`config.mk`:
```
export PLATFORM = sky130hd
export DESIGN_NAME = eeg_sample_packer
export DESIGN_NICKNAME = d
export VERILOG_FILES = /design/src/rtl/eeg_sample_packer.sv
export SDC_FILE = /design/constraint.sdc
export NUM_CORES = 1
export LEC_CHECK = 0
export ABC_CLOCK_PERIOD_IN_PS = 11900
export CAP_MARGIN = 20
export CORE_MARGIN = 3
export CORE_UTILIZATION = 59
export DETAILED_ROUTE_END_ITERATION = 10
export HOLD_SLACK_MARGIN = 0.05
export PLACE_DENSITY = 0.85
export REMOVE_ABC_BUFFERS = 1
export SYNTH_ARGS = -nofsm -noshare
export SYNTH_HDL_FRONTEND = slang
export SYNTH_SLANG_ARGS = --single-unit
```
`constraint.sdc`:
```
create_clock -name clk -period 11.9 [get_ports clk]
set_input_delay 1.785 -clock clk [delete_from_list [all_inputs] [get_ports clk]]
set_output_delay 1.785 -clock clk [all_outputs]
set_load 0.01 [all_outputs]
```
`src/rtl/eeg_sample_packer.sv`:
```
// Packs channel-ordered EEG samples into DATA_WIDTH-bit words and writes them sequentially to the dataset memory.
// Optional build macro EEG_PACKER_BYTESWAP_EN byte-swaps each sample before packing (big-endian EDF sources).
module eeg_sample_packer #(
  parameter int SAMPLE_WIDTH  = 16,
  parameter int DATA_WIDTH    = 128,
  parameter int NUM_CHANNELS  = 64,
  parameter int DATASET_DEPTH = 1024,
  parameter int ADDR_WIDTH    = 10
) (
  input  logic                    clk,
  input  logic                    rst,
  input  logic                    start,
  input  logic                    stop,
  input  logic                    s_valid,
  output logic                    s_ready,
  input  logic [SAMPLE_WIDTH-1:0] s_data,
  input  logic [5:0]              s_chan,
  output logic                    wr_en,
  output logic [ADDR_WIDTH-1:0]   wr_addr,
  output logic [DATA_WIDTH-1:0]   wr_data,
  output logic                    busy,
  output logic                    done,
  output logic                    seq_error,
  output logic [31:0]             words_written,
  output logic [31:0]             frames_written
);

  localparam int SPW    = DATA_WIDTH / SAMPLE_WIDTH;
  localparam int LANE_W = (SPW > 1) ? $clog2(SPW) : 1;
  localparam logic [LANE_W-1:0]     LAST_LANE = LANE_W'(SPW - 1);
  localparam logic [5:0]            LAST_CH   = 6'(NUM_CHANNELS - 1);
  localparam logic [ADDR_WIDTH-1:0] LAST_ADDR = ADDR_WIDTH'(DATASET_DEPTH - 1);

  typedef enum logic [1:0] {S_IDLE, S_CAPTURE, S_FLUSH, S_DONE} state_t;

  state_t                  r_state, w_next;
  logic [LANE_W-1:0]       r_lane;
  logic [5:0]              r_exp;
  logic [ADDR_WIDTH-1:0]   r_addr;
  logic                    r_seq_err;
  logic [31:0]             r_words, r_frames;
  logic [DATA_WIDTH-1:0]   r_word_p0;
  logic                    r_vld_p1;
  logic [ADDR_WIDTH-1:0]   r_wr_addr_p1;
  logic [DATA_WIDTH-1:0]   r_wr_data_p1;

  logic                    w_final_wr, w_accept, w_match;
  logic signed [SAMPLE_WIDTH-1:0] w_sample;
  logic [DATA_WIDTH-1:0]   w_word;

  function automatic logic signed [SAMPLE_WIDTH-1:0] f_pack(input logic [SAMPLE_WIDTH-1:0] s);
`ifdef EEG_PACKER_BYTESWAP_EN
    return {s[7:0], s[SAMPLE_WIDTH-1:8]};
`else
    return s;
`endif
  endfunction

  function automatic logic [ADDR_WIDTH-1:0] f_addr_next(input logic [ADDR_WIDTH-1:0] a);
    return (a == LAST_ADDR) ? a : a + 1'b1;
  endfunction

  // A write to the last address is always the final one; capture is closed while it is on the bus.
  assign w_final_wr = r_vld_p1 && (r_wr_addr_p1 == LAST_ADDR);
  assign s_ready    = (r_state == S_CAPTURE) && !w_final_wr;
  assign w_accept   = s_valid && s_ready;
  assign w_match    = (s_chan == r_exp);
  assign w_sample   = f_pack(s_data);

  always_comb begin
    w_next = r_state;
    case (r_state)
      S_IDLE:    if (start) w_next = S_CAPTURE;
      S_CAPTURE: begin
        if (w_final_wr) w_next = S_DONE;
        else if (stop)  w_next = S_FLUSH;
      end
      S_FLUSH:   w_next = S_DONE;
      S_DONE:    if (!start) w_next = S_IDLE;
      default:   w_next = S_IDLE;
    endcase
  end

  // Lane 0 starts a fresh word so unfilled upper lanes are always zero for a flush.
  always_comb begin
    w_word = (r_lane == '0) ? '0 : r_word_p0;
    w_word[SAMPLE_WIDTH*int'(r_lane) +: SAMPLE_WIDTH] = w_sample;
  end

  // p0: partial word assembly
  always_ff @(posedge clk) begin
    if (w_accept && w_match) r_word_p0 <= w_word;
  end

  // p1: memory write stage and capture control
  always_ff @(posedge clk) begin
    if (rst) begin
      r_state      <= S_IDLE;
      r_lane       <= '0;
      r_exp        <= '0;
      r_addr       <= '0;
      r_seq_err    <= 1'b0;
      r_words      <= '0;
      r_frames     <= '0;
      r_vld_p1     <= 1'b0;
      r_wr_addr_p1 <= '0;
      r_wr_data_p1 <= '0;
    end else begin
      r_state  <= w_next;
      r_vld_p1 <= 1'b0;
      if (r_state == S_IDLE && start) begin
        r_lane    <= '0;
        r_exp     <= '0;
        r_addr    <= '0;
        r_seq_err <= 1'b0;
        r_words   <= '0;
        r_frames  <= '0;
      end else if (w_accept) begin
        if (w_match) begin
          if (s_chan == LAST_CH) begin
            r_exp    <= '0;
            r_frames <= r_frames + 32'd1;
          end else begin
            r_exp <= r_exp + 6'd1;
          end
          if (r_lane == LAST_LANE) begin
            r_lane       <= '0;
            r_vld_p1     <= 1'b1;
            r_wr_addr_p1 <= r_addr;
            r_wr_data_p1 <= w_word;
            r_addr       <= f_addr_next(r_addr);
            r_words      <= r_words + 32'd1;
          end else begin
            r_lane <= r_lane + 1'b1;
          end
        end else begin
          // Out-of-order channel: drop it and hunt for the next channel 0.
          r_seq_err <= 1'b1;
          r_exp     <= '0;
          r_lane    <= '0;
        end
      end else if (r_state == S_FLUSH && r_lane != '0) begin
        r_lane       <= '0;
        r_vld_p1     <= 1'b1;
        r_wr_addr_p1 <= r_addr;
        r_wr_data_p1 <= r_word_p0;
        r_addr       <= f_addr_next(r_addr);
        r_words      <= r_words + 32'd1;
      end
    end
  end

  assign wr_en          = r_vld_p1;
  assign wr_addr        = r_wr_addr_p1;
  assign wr_data        = r_wr_data_p1;
  assign busy           = (r_state == S_CAPTURE) || (r_state == S_FLUSH);
  assign done           = (r_state == S_DONE);
  assign seq_error      = r_seq_err;
  assign words_written  = r_words;
  assign frames_written = r_frames;

endmodule

```
==> metrics.md, run 1 <==
| Metric | Value |
|---|---|
| Status | `finished, final reports clean` |
| FF+latch count, synth | `353` |
| Hold path depth | `2` |
| Worst path top cell family by delay | `buffers and inverters` |
| Cts repair resizes | `0` |
| Clock skew | `0.0224 ns` |
| Layout net count | `2036` |
| Hold WC Path Type | `flop to flop` |
| CORE AREA | `27200 sq um` |
| Max clock buf depth | `3` |
| Slew Limit Fails | `0` |
| Mapped Cells | `1852` |
| Max H-tree Level | `2` |
| Relative slew margins | `0.255` |
| Filler Cells Inserted | `1993` |
| LEAKAGE | `6.89 nW` |
| Yosys cell types | `64` |
| Ys Warns | `0` |
| R2r setup slk | `6.88 ns` |
| Crit path time final | `5.02 ns` |
| Crit-path cells | `inv_1 > ha_1 > ha_4 > buf_4 > nor2b_1 > and3_1 > or2_4 > buf_4 > o311a_1 > nor3_1` |
| Chip Width | `173 microns` |
| # port buffers | `233` |
| First-pass GRT wire length | `71900 microns` |
| Total grt overflow | `0` |
| Clk Latency, worst-skew pair | `0.53 ns` |
| Setup crit start kind | `flop` |
| Layout cells sized above 1 | `0.0627` |
| PwrDens | `134 nW/um^2` |
| Total Power | `2.70 mW` |
| Clock sinks | `353` |
| Post-synth EDFFs | `128` |
| Setup Buffers After CTS | `0` |
| Ys async rst share | `0` |
| Register area share after synthesis | `0.508` |
| CP most frequent cell | `buf_4` |
| Drt initial violations | `1705` |
| Main flop type after synthesis | `dfxtp_1` |
| 1st-pass router iterations | `5` |
| Worst Reg-to-Reg Cells | `10` |
| Die ar. | `29900 sq um` |
| Crit path largest cell delay | `0.97 ns` |
| CTS tree | `built` |
| Crit end category | `flop` |
| Hold Path Origin | `wr_data[4]` |
| Cell Rows | `60` |
| # DRC | `0` |
| Mean post-synth cell area | `8.88 sq um` |
| Initial Utilization | `0.605` |
| Ant. Diodes | `0` |
| CTS root buffer | `clkbuf_16` |
| Total of max-cap violations | `0` |
| R2R Path Start | `r_lane[0]` |
| Buf/Inv on CP | `3` |
| CP Data Required Time | `12.34 ns` |
| Final setup vio count | `0` |
| Total CTS buffers | `37` |
| VDD IR max | `0.0983 mV` |
| Setup_tns | `0 ns` |
| Critical path arrival | `5.47 ns` |
| Largest net degree at the start of global routing | `113` |
| I/O Pins | `234` |
| Vias in the first global route | `14000` |
| Hold Crit Endpoint | `wr_data[4]` |
| Post-Syn Area | `16400 sq um` |
| Least-Margin Pin Slew | `1.12 ns` |
| GRT Util Overall | `0.285` |
| Worst R2R End | `wr_data[41]` |
| RSZ-0062 raised after global routing | `no` |
| Total number of vias | `14500` |
| Clock slew at reported path FFs | `0.06 ns` |
| Hpwl dp | `27200 microns` |
| Critical path's slowest cell | `buf_4` |
| Final period util | `0.422` |
| Initial antenna violation count | `0` |
| Wire length per cell | `18.6 microns` |
| Vias per inst | `6.06` |
| Die Y | `173 microns` |
| Critical path class | `flop to flop` |
| Gpl congestion | `0.867` |
| Fmax | `199 MHz` |
| Final WL | `44500 microns` |
| Crit path max fanout | `112` |
| Cts hold-fix bufs | `0` |
| Final hold vios | `0` |
| Area Growth Syn to Fin | `22.1%` |
| Final ANT Viol Nets | `0` |
==> cells in the mapped netlist, types with 36 or more instances <==
library cell | number | area share
edfxtp_1 | 128 | 0.23
xnor2_1 | 43 | 0.023
nor2_1 | 288 | 0.066
nand2_1 | 298 | 0.068
nor3_1 | 120 | 0.037
nand3_1 | 45 | 0.014
a311oi_1 | 48 | 0.026
buf_2 | 36 | 0.011
a21oi_1 | 144 | 0.044
clkbuf_1 | 92 | 0.021
a211oi_1 | 52 | 0.024
dfxtp_1 | 225 | 0.27
==> state kept, by name (all words and copies together) (netlist names), 2 cells and up <==
name            cells
r_exp               6
words_written      32
wr_addr            10
r_lane              3
r_state             2
r_word_p0         128
wr_data           128
frames_written     32
r_addr             10
==> layout by cell type, fill, tap and decap left out, types with 45 or more instances in the layout <==
cell and count:
nand2_1 298, a21oi_1 144, clkdlybuf4s50_1 232, nor2_1 287
dfxtp_1 224, nor3_1 119, a211oi_1 52, a311oi_1 48
nand3_1 45, edfxtp_1 128
==> final cells by class <==
class                           count  area (sq um)  area share
Clock buffer                       46          1020      0.0509
Clock inverter                     22           277      0.0138
Inverter                           32           120     0.00598
Multi-Input combinational cell   1317          7360       0.366
Sequential cell                   353          8350       0.416
Tap cell                          372           465      0.0232
Timing Repair Buffer              254          2490       0.124
==> where the power goes <==
group	internal [mW]	switching [mW]
clock network	0.744	0.486
registers	1.25	0.00513
logic	0.0548	0.161
==> kinds of logic after synthesis <==
logic type / after synthesis / synth area share
AND/OR/NAND/NOR: 873 / 0.244
multiplexers: 17 / 0.0103
adder cells (fa/ha/maj): 14 / 0.0107
XOR/XNOR: 68 / 0.0371
buffers and inverters: 182 / 0.0475
AO/OA/AOI/OAI: 345 / 0.143
flip-flops: 353 / 0.508
==> worst min-delay path, stage by stage, from the launching register on <==
cell     delay (ns)
dfxtp_1        0.31
nand2_1        0.05
a21oi_1        0.05
==> per-layer routing <==
metal  vias up  wire length [microns]  track usage
li1       6844                      -            -
met1      6887                  17900        0.377
met2       708                  21200        0.469
met3        78                   4210       0.0626
met4         0                   1130       0.0946
met5         -                      0            0
==> through the flow <==
| stage | utilization | hold slack, ns | cells | area, sq um | setup WS (ns) |
|---|---|---|---|---|---|
| finish | 0.739 | 0.453 | 2396 | 20100 | 6.88 |
| global route | 0.739 | 0.480 | 2396 | 20100 | 6.57 |
| CTS | 0.738 | 0.452 | 2393 | 20100 | 6.96 |
| detailed placement | 0.690 | 0.446 | 2325 | 18800 | 6.57 |
| global placement | 0.690 | 0.441 | 2325 | 18800 | 6.75 |
| floorplan | - | 0.447 | 1702 | 15800 | 0.999 |
==> worst max-delay path by stage <==
| stage | start | end | slack [ns] | cells past startpoint |
|---|---|---|---|---|
| finish | r_lane[0] | wr_data[41] | 6.88 | 10 |
| global route | r_lane[0] | wr_data[33] | 6.57 | 10 |
| CTS | r_lane[0] | wr_data[120] | 6.96 | 10 |
| detailed placement | s_valid | words_written[14] | 6.57 | 7 |
| global placement | s_valid | words_written[14] | 6.75 | 7 |
| floorplan | wr_addr[5] | r_exp[5] | 1.0 | 6 |
(Power assumes the default switching activity.)
==> run 2, diff against run 1 <==
--- a/config.mk
+++ b/config.mk
@@ -5,13 +5,13 @@
 export SDC_FILE = /design/constraint.sdc
 export NUM_CORES = 1
 export LEC_CHECK = 0
-export ABC_CLOCK_PERIOD_IN_PS = 11900
+export ABC_CLOCK_PERIOD_IN_PS = 5130
 export CAP_MARGIN = 20
 export CORE_MARGIN = 3
-export CORE_UTILIZATION = 59
+export CORE_UTILIZATION = 55
 export DETAILED_ROUTE_END_ITERATION = 10
 export HOLD_SLACK_MARGIN = 0.05
-export PLACE_DENSITY = 0.85
+export PLACE_DENSITY = 0.8
 export REMOVE_ABC_BUFFERS = 1
 export SYNTH_ARGS = -nofsm -noshare
 export SYNTH_HDL_FRONTEND = slang
==> constraint.sdc (replaced) <==
create_clock -name clk -period 5.13 [get_ports clk]
set_input_delay 0.7695 -clock clk [delete_from_list [all_inputs] [get_ports clk]]
set_output_delay 0.7695 -clock clk [all_outputs]
set_load 0.01 [all_outputs]
==> run 2 against run 1 <==
Effect of this change: via count down 0.28%; routed wire length up 0.56%; count of clock-buffer cells in the layout up 5; clock skew down 0.0030 ns; total power up 130%; hold slack worse by 0.0036 ns; first-iteration DRC count down 20%; combinational power up 130%; maximum frequency up 34%; utilization down 5.0 points; critical path depth down 1.
==> metrics.md, run 2 (synthesis results as in run 1) <==
| Metric | Value |
|---|---|
| Clock slew at reported path FFs | `0.06 ns (about the same)` |
| Critical path class | `flop to flop (unchanged)` |
| PwrDens | `305 nW/um^2 (was 134 nW/um^2)` |
| # DRC | `0 (unchanged)` |
| Final hold vios | `0 (unchanged)` |
| Wire length per cell | `18.6 microns (about the same)` |
| Crit end category | `flop (unchanged)` |
| Slew Limit Fails | `0 (unchanged)` |
| CP Data Required Time | `5.50 ns (was 12.34 ns)` |
| Total grt overflow | `0 (unchanged)` |
| Total CTS buffers | `36 (was 37)` |
| Drt initial violations | `1361 (was 1705)` |
| Vias per inst | `6.02 (was 6.06)` |
| Status | `finished, final reports clean (unchanged)` |
| CORE AREA | `29100 sq um (was 27200 sq um)` |
| # port buffers | `233 (unchanged)` |
| Chip Width | `179 microns (was 173 microns)` |
| CTS root buffer | `clkbuf_16 (unchanged)` |
| Relative slew margins | `0.263 (was 0.255)` |
| Design Area, Final | `20100 sq um (about the same)` |
| Die ar. | `32000 sq um (was 29900 sq um)` |
| Final period util | `0.732 (was 0.422)` |
| Largest net degree at the start of global routing | `143 (was 113)` |
| Final ANT Viol Nets | `0 (unchanged)` |
| Area Growth Syn to Fin | `21.9% (was 22.1%)` |
| First-pass GRT wire length | `70500 microns (was 71900 microns)` |
| RSZ-0062 raised after global routing | `no (unchanged)` |
| Final setup vio count | `0 (unchanged)` |
| DP Area | `18800 sq um (about the same)` |
| Max H-tree Level | `2 (unchanged)` |
| Max clock buf depth | `3 (unchanged)` |
| Most common cell after layout, fill and taps aside | `nand2_1 (unchanged)` |
| CTS tree | `built (unchanged)` |
| Clock skew | `0.0194 ns (was 0.0224 ns)` |
| Final WL | `44800 microns (was 44500 microns)` |
| VDD IR max | `0.246 mV (was 0.0983 mV)` |
| Final worst slack | `1.38 ns (was 6.88 ns)` |
| Initial Utilization | `0.565 (was 0.605)` |
| Hold WC Path Type | `flop to flop (unchanged)` |
| Setup Slack @ Placement | `1.27 ns (was 6.57 ns)` |
| Total of max-cap violations | `0 (unchanged)` |
| Fmax | `266 MHz (was 199 MHz)` |
| Vias in the first global route | `13800 (was 14000)` |
| Initial antenna violation count | `2 (was 0)` |
| Crit path max fanout | `98 (was 112)` |
| Cts repair resizes | `0 (unchanged)` |
| Clk Latency, worst-skew pair | `0.52 ns (was 0.53 ns)` |
| Hpwl dp | `27200 microns (about the same)` |
| Critical path arrival | `4.12 ns (was 5.47 ns)` |
| Filler Cells Inserted | `2304 (was 1993)` |
| Cts hold-fix bufs | `0 (unchanged)` |
| Cell Rows | `62 (was 60)` |
| Crit path time final | `3.75 ns (was 5.02 ns)` |
| Die Y | `179 microns (was 173 microns)` |
| I/O Pins | `234 (unchanged)` |
| Clock sinks | `353 (unchanged)` |
| Setup Buffers After CTS | `0 (unchanged)` |
| Least-Margin Pin Slew | `1.11 ns (was 1.12 ns)` |
| Core Util, Final | `0.689 (was 0.739)` |
| GRT Util Overall | `0.272 (was 0.285)` |
| Commonest cells after routing, fill and taps aside | `nand2_1, nor2_1, clkdlybuf4s50_1 (unchanged)` |
| Setup crit start kind | `flop (unchanged)` |
| 1st-pass router iterations | `7 (was 5)` |
| Layout net count | `2035 (was 2036)` |
| Gpl congestion | `0.854 (was 0.867)` |
| LEAKAGE | `6.86 nW (was 6.89 nW)` |
| Layout cells sized above 1 | `0.0584 (was 0.0627)` |
| Total number of vias | `14500 (about the same)` |
==> run 2: cell types whose count changed in the layout (fill, tap and decap cells not counted), sizes merged <==
| cell | delta |
|---|---|
| clkinv | -5 |
| clkbuf | +3 |
| clkinvlp | -3 |
| buf | +2 |
| bufinv | -1 |
| diode | +1 |
| inv | -1 |
==> run 2: power by group <==
part | internal, mW | total [mW] | switching (mW)
registers | 2.90 | 2.91 | 0.0118
clock network | 1.65 | 2.71 | 1.06
logic | 0.128 | 0.507 | 0.378
==> run 2: final timing paths <==
path	from	endpoint	slack (ns)	depth (start not counted)
setup / recovery	r_lane[0]	wr_data[70]	1.38	9
hold reg to reg	wr_data[3]	wr_data[3]	0.45	2
setup reg to reg	r_lane[0]	wr_data[70]	1.38	9
hold / removal	wr_data[3]	wr_data[3]	0.45	2
==> run 2: through the flow <==
stage                     setup TNS (ns)  std cells  hold slack (ns)  power, mW
after CTS                              0       2403            0.451       6.16
after global routing                   0       2403            0.476       6.32
after floorplan                 -1576.39       1702            0.447       3.28
after global placement                 0       2340            0.439       3.45
after detailed placement               0       2340            0.445       3.46
final                                  0       2404            0.449       6.12
==> run 2: cell type report <==
cell class / instances / area (sq um) / area share
diodes: 1 / 2.50 / 0.000125
repair buffers: 254 / 2520 / 0.126
inverters: 32 / 120 / 0.00599
multi-input cells: 1317 / 7370 / 0.367
clock buffers: 51 / 1030 / 0.0513
flip-flops and latches: 353 / 8350 / 0.416
well taps: 384 / 480 / 0.0240
clock inverters: 12 / 183 / 0.00911
==> run 2: metal layers <==
layer | global-route usage | wire length [microns] | vias to the layer above
met4 | 0.0864 | 1310 | 2
li1 | - | - | 6839
met5 | 0 | 18 | -
met1 | 0.354 | 18400 | 6937
met3 | 0.0705 | 4140 | 94
met2 | 0.444 | 20800 | 604
==> run 2: critical path, stage by stage, from the launching register on <==
cell and delay, ns:
dfxtp_2 0.32, inv_1 0.04, buf_4 0.29, ha_1 0.28
ha_4 0.89, or4_1 0.97, mux2i_1 0.33, nor3_1 0.08
a211oi_1 0.30, nor3_1 0.08
==> run 3, diff against run 2 <==
--- a/config.mk
+++ b/config.mk
@@ -5,7 +5,7 @@
 export SDC_FILE = /design/constraint.sdc
 export NUM_CORES = 1
 export LEC_CHECK = 0
-export ABC_CLOCK_PERIOD_IN_PS = 5130
+export ABC_CLOCK_PERIOD_IN_PS = 3900
 export CAP_MARGIN = 20
 export CORE_MARGIN = 3
 export CORE_UTILIZATION = 55
==> constraint.sdc (replaced) <==
create_clock -name clk -period 3.9 [get_ports clk]
set_input_delay 0.585 -clock clk [delete_from_list [all_inputs] [get_ports clk]]
set_output_delay 0.585 -clock clk [all_outputs]
set_load 0.01 [all_outputs]
==> run 3 against run 2 <==
Effect of this change: die area stayed put; non-clock buffer count is 11 higher; via count is 0.29% higher; clock skew is 0.0081 ns lower; global-route usage is 0.092 points higher; total power is 32% higher; setup slack worse by 0.79 ns; routed wire length is 0.31% lower; clock power is 32% higher; critical path type unchanged; largest power group unchanged.
==> metrics.md, run 3 (synthesis results as in run 1) <==
| Metric | Value |
|---|---|
| Setup crit start kind | `flop (unchanged)` |
| Cts repair resizes | `0 (unchanged)` |
| Final hold vios | `0 (unchanged)` |
| Layout cells sized above 1 | `0.0628 (was 0.0584)` |
| Setup_tns | `0 ns (unchanged)` |
| Cell Rows | `62 (unchanged)` |
| Worst Reg-to-Reg Cells | `10 (was 9)` |
| Relative slew margins | `0.239 (was 0.263)` |
| Crit path max fanout | `22 (was 98)` |
| Cts hold-fix bufs | `0 (unchanged)` |
| Die Y | `179 microns (unchanged)` |
| Hold WC Path Type | `flop to flop (unchanged)` |
| R2r setup slk | `0.59 ns (was 1.38 ns)` |
| First-pass GRT wire length | `71300 microns (was 70500 microns)` |
| Critical path arrival | `3.74 ns (was 4.12 ns)` |
| Die ar. | `32000 sq um (unchanged)` |
| Crit end category | `flop (unchanged)` |
| Status | `finished, final reports clean (unchanged)` |
| Crit path time final | `3.31 ns (was 3.75 ns)` |
| Setup Slack @ Placement | `0.430 ns (was 1.27 ns)` |
| Clock skew | `0.0112 ns (was 0.0194 ns)` |
| RSZ-0062 raised after global routing | `no (unchanged)` |
| Total CTS buffers | `38 (was 36)` |
| Total of max-cap violations | `0 (unchanged)` |
| Final period util | `0.849 (was 0.732)` |
| Fmax | `302 MHz (was 266 MHz)` |
| Clock slew at reported path FFs | `0.06 ns (about the same)` |
| R2R Path Start | `r_lane[1] (was r_lane[0])` |
| Worst R2R End | `wr_data[37] (was wr_data[70])` |
| Critical path class | `flop to flop (unchanged)` |
| Total number of vias | `14500 (about the same)` |
| I/O Pins | `234 (unchanged)` |
| Initial Utilization | `0.565 (unchanged)` |
| CP endpoint | `wr_data[37] (was wr_data[70])` |
| VDD IR max | `0.283 mV (was 0.246 mV)` |
| GRT Util Overall | `0.273 (was 0.272)` |
| Clk Latency, worst-skew pair | `0.52 ns (about the same)` |
| Final worst slack | `0.589 ns (was 1.38 ns)` |
| LEAKAGE | `6.93 nW (was 6.86 nW)` |
| Final setup vio count | `0 (unchanged)` |
| Total Power | `8.07 mW (was 6.12 mW)` |
| Final ANT Viol Nets | `0 (unchanged)` |
| Clock sinks | `353 (unchanged)` |
| Final WL | `44600 microns (was 44800 microns)` |
| Vias in the first global route | `13900 (was 13800)` |
| Area Growth Syn to Fin | `22.9% (was 21.9%)` |
| Crit. Startpoint | `r_lane[1] (was r_lane[0])` |
| Largest net degree at the start of global routing | `207 (was 143)` |
| Commonest cells after routing, fill and taps aside | `nand2_1, nor2_1, clkdlybuf4s50_1 (unchanged)` |
| Wire length per cell | `18.4 microns (was 18.6 microns)` |
| Setup Buffers After CTS | `0 (unchanged)` |
| Drt initial violations | `1348 (was 1361)` |
| 1st-pass router iterations | `5 (was 7)` |
| Max H-tree Level | `2 (unchanged)` |
| CORE AREA | `29100 sq um (unchanged)` |
| Layout net count | `2048 (was 2035)` |
| Hpwl dp | `27500 microns (was 27200 microns)` |
| Least-Margin Pin Slew | `1.14 ns (was 1.11 ns)` |
| # DRC | `0 (unchanged)` |
| Chip Width | `179 microns (unchanged)` |
| Filler Cells Inserted | `2281 (was 2304)` |
| Most common cell after layout, fill and taps aside | `nand2_1 (unchanged)` |
| CP Data Required Time | `4.33 ns (was 5.50 ns)` |
| Gpl congestion | `0.858 (was 0.854)` |
| # port buffers | `233 (unchanged)` |
| Hold WS | `0.449 ns (about the same)` |
| Vias per inst | `5.99 (was 6.02)` |
| CTS root buffer | `clkbuf_16 (unchanged)` |
| Slew Limit Fails | `0 (unchanged)` |
| CTS tree | `built (unchanged)` |
| Total grt overflow | `0 (unchanged)` |
| Max clock buf depth | `3 (unchanged)` |
| Initial antenna violation count | `1 (was 2)` |
| PwrDens | `399 nW/um^2 (was 305 nW/um^2)` |
-- run 3: cell count changes in the layout (fill, tap and decap cells not counted), sizes merged --
cell,previous run,this run
buf,22,33
clkbuf,51,62
bufinv,5,2
clkinv,7,6
-- run 3: metal layers --
metal | GRT usage | vias to the layer above | routed length [microns]
li1 | - | 6874 | -
met1 | 0.353 | 6927 | 18300
met2 | 0.452 | 638 | 21000
met3 | 0.0646 | 77 | 4110
met4 | 0.0870 | 2 | 1170
met5 | 0 | - | 14
-- run 3: how the worst min path moves through the flow --
stage                            from     endpoint  slack [ns]  cells past startpoint
after CTS                  wr_data[4]   wr_data[4]        0.45                      2
after global routing       wr_data[5]   wr_data[5]        0.46                      2
after global placement     wr_data[1]   wr_data[1]        0.44                      2
final                     wr_data[13]  wr_data[13]        0.45                      2
after floorplan             r_addr[9]   wr_addr[9]        0.45                      2
after detailed placement   wr_data[4]   wr_data[4]        0.44                      2
-- run 3: stage by stage --
step           instance area [sq um]  utilization  instances
2_1_floorplan                  15800            -       1702
3_3_place_gp                   19000        0.652       2351
3_5_place_dp                   19000        0.652       2351
4_1_cts                        20200        0.695       2421
5_1_grt                        20200        0.695       2421
6_report                       20200        0.695       2422
-- run 3: final cells by class --
type	instances	area (sq um)	share of cell area
flip-flops and latches	353	8350	0.413
multi-input cells	1317	7370	0.364
repair buffers	265	2660	0.132
clock buffers	62	1150	0.0567
well taps	384	480	0.0238
inverters	32	120	0.00594
clock inverters	8	87.6	0.00433
diodes	1	2.50	0.000124
-- run 3: power by group --
group / internal, mW / leakage (nW) / switching, mW
Sequential: 3.81 / 2.96 / 0.0154
Clock: 2.14 / 0.600 / 1.43
Combinational: 0.178 / 3.37 / 0.490
-- run 3: critical path: stages, from the launching register on --
cell and delay, ns:
dfxtp_1 0.46, inv_1 0.08, ha_1 0.23, ha_1 0.45
inv_1 0.08, or4b_1 0.76, buf_4 0.35, nor3b_2 0.21
a21oi_1 0.09, o311a_1 0.35, nor3_1 0.17
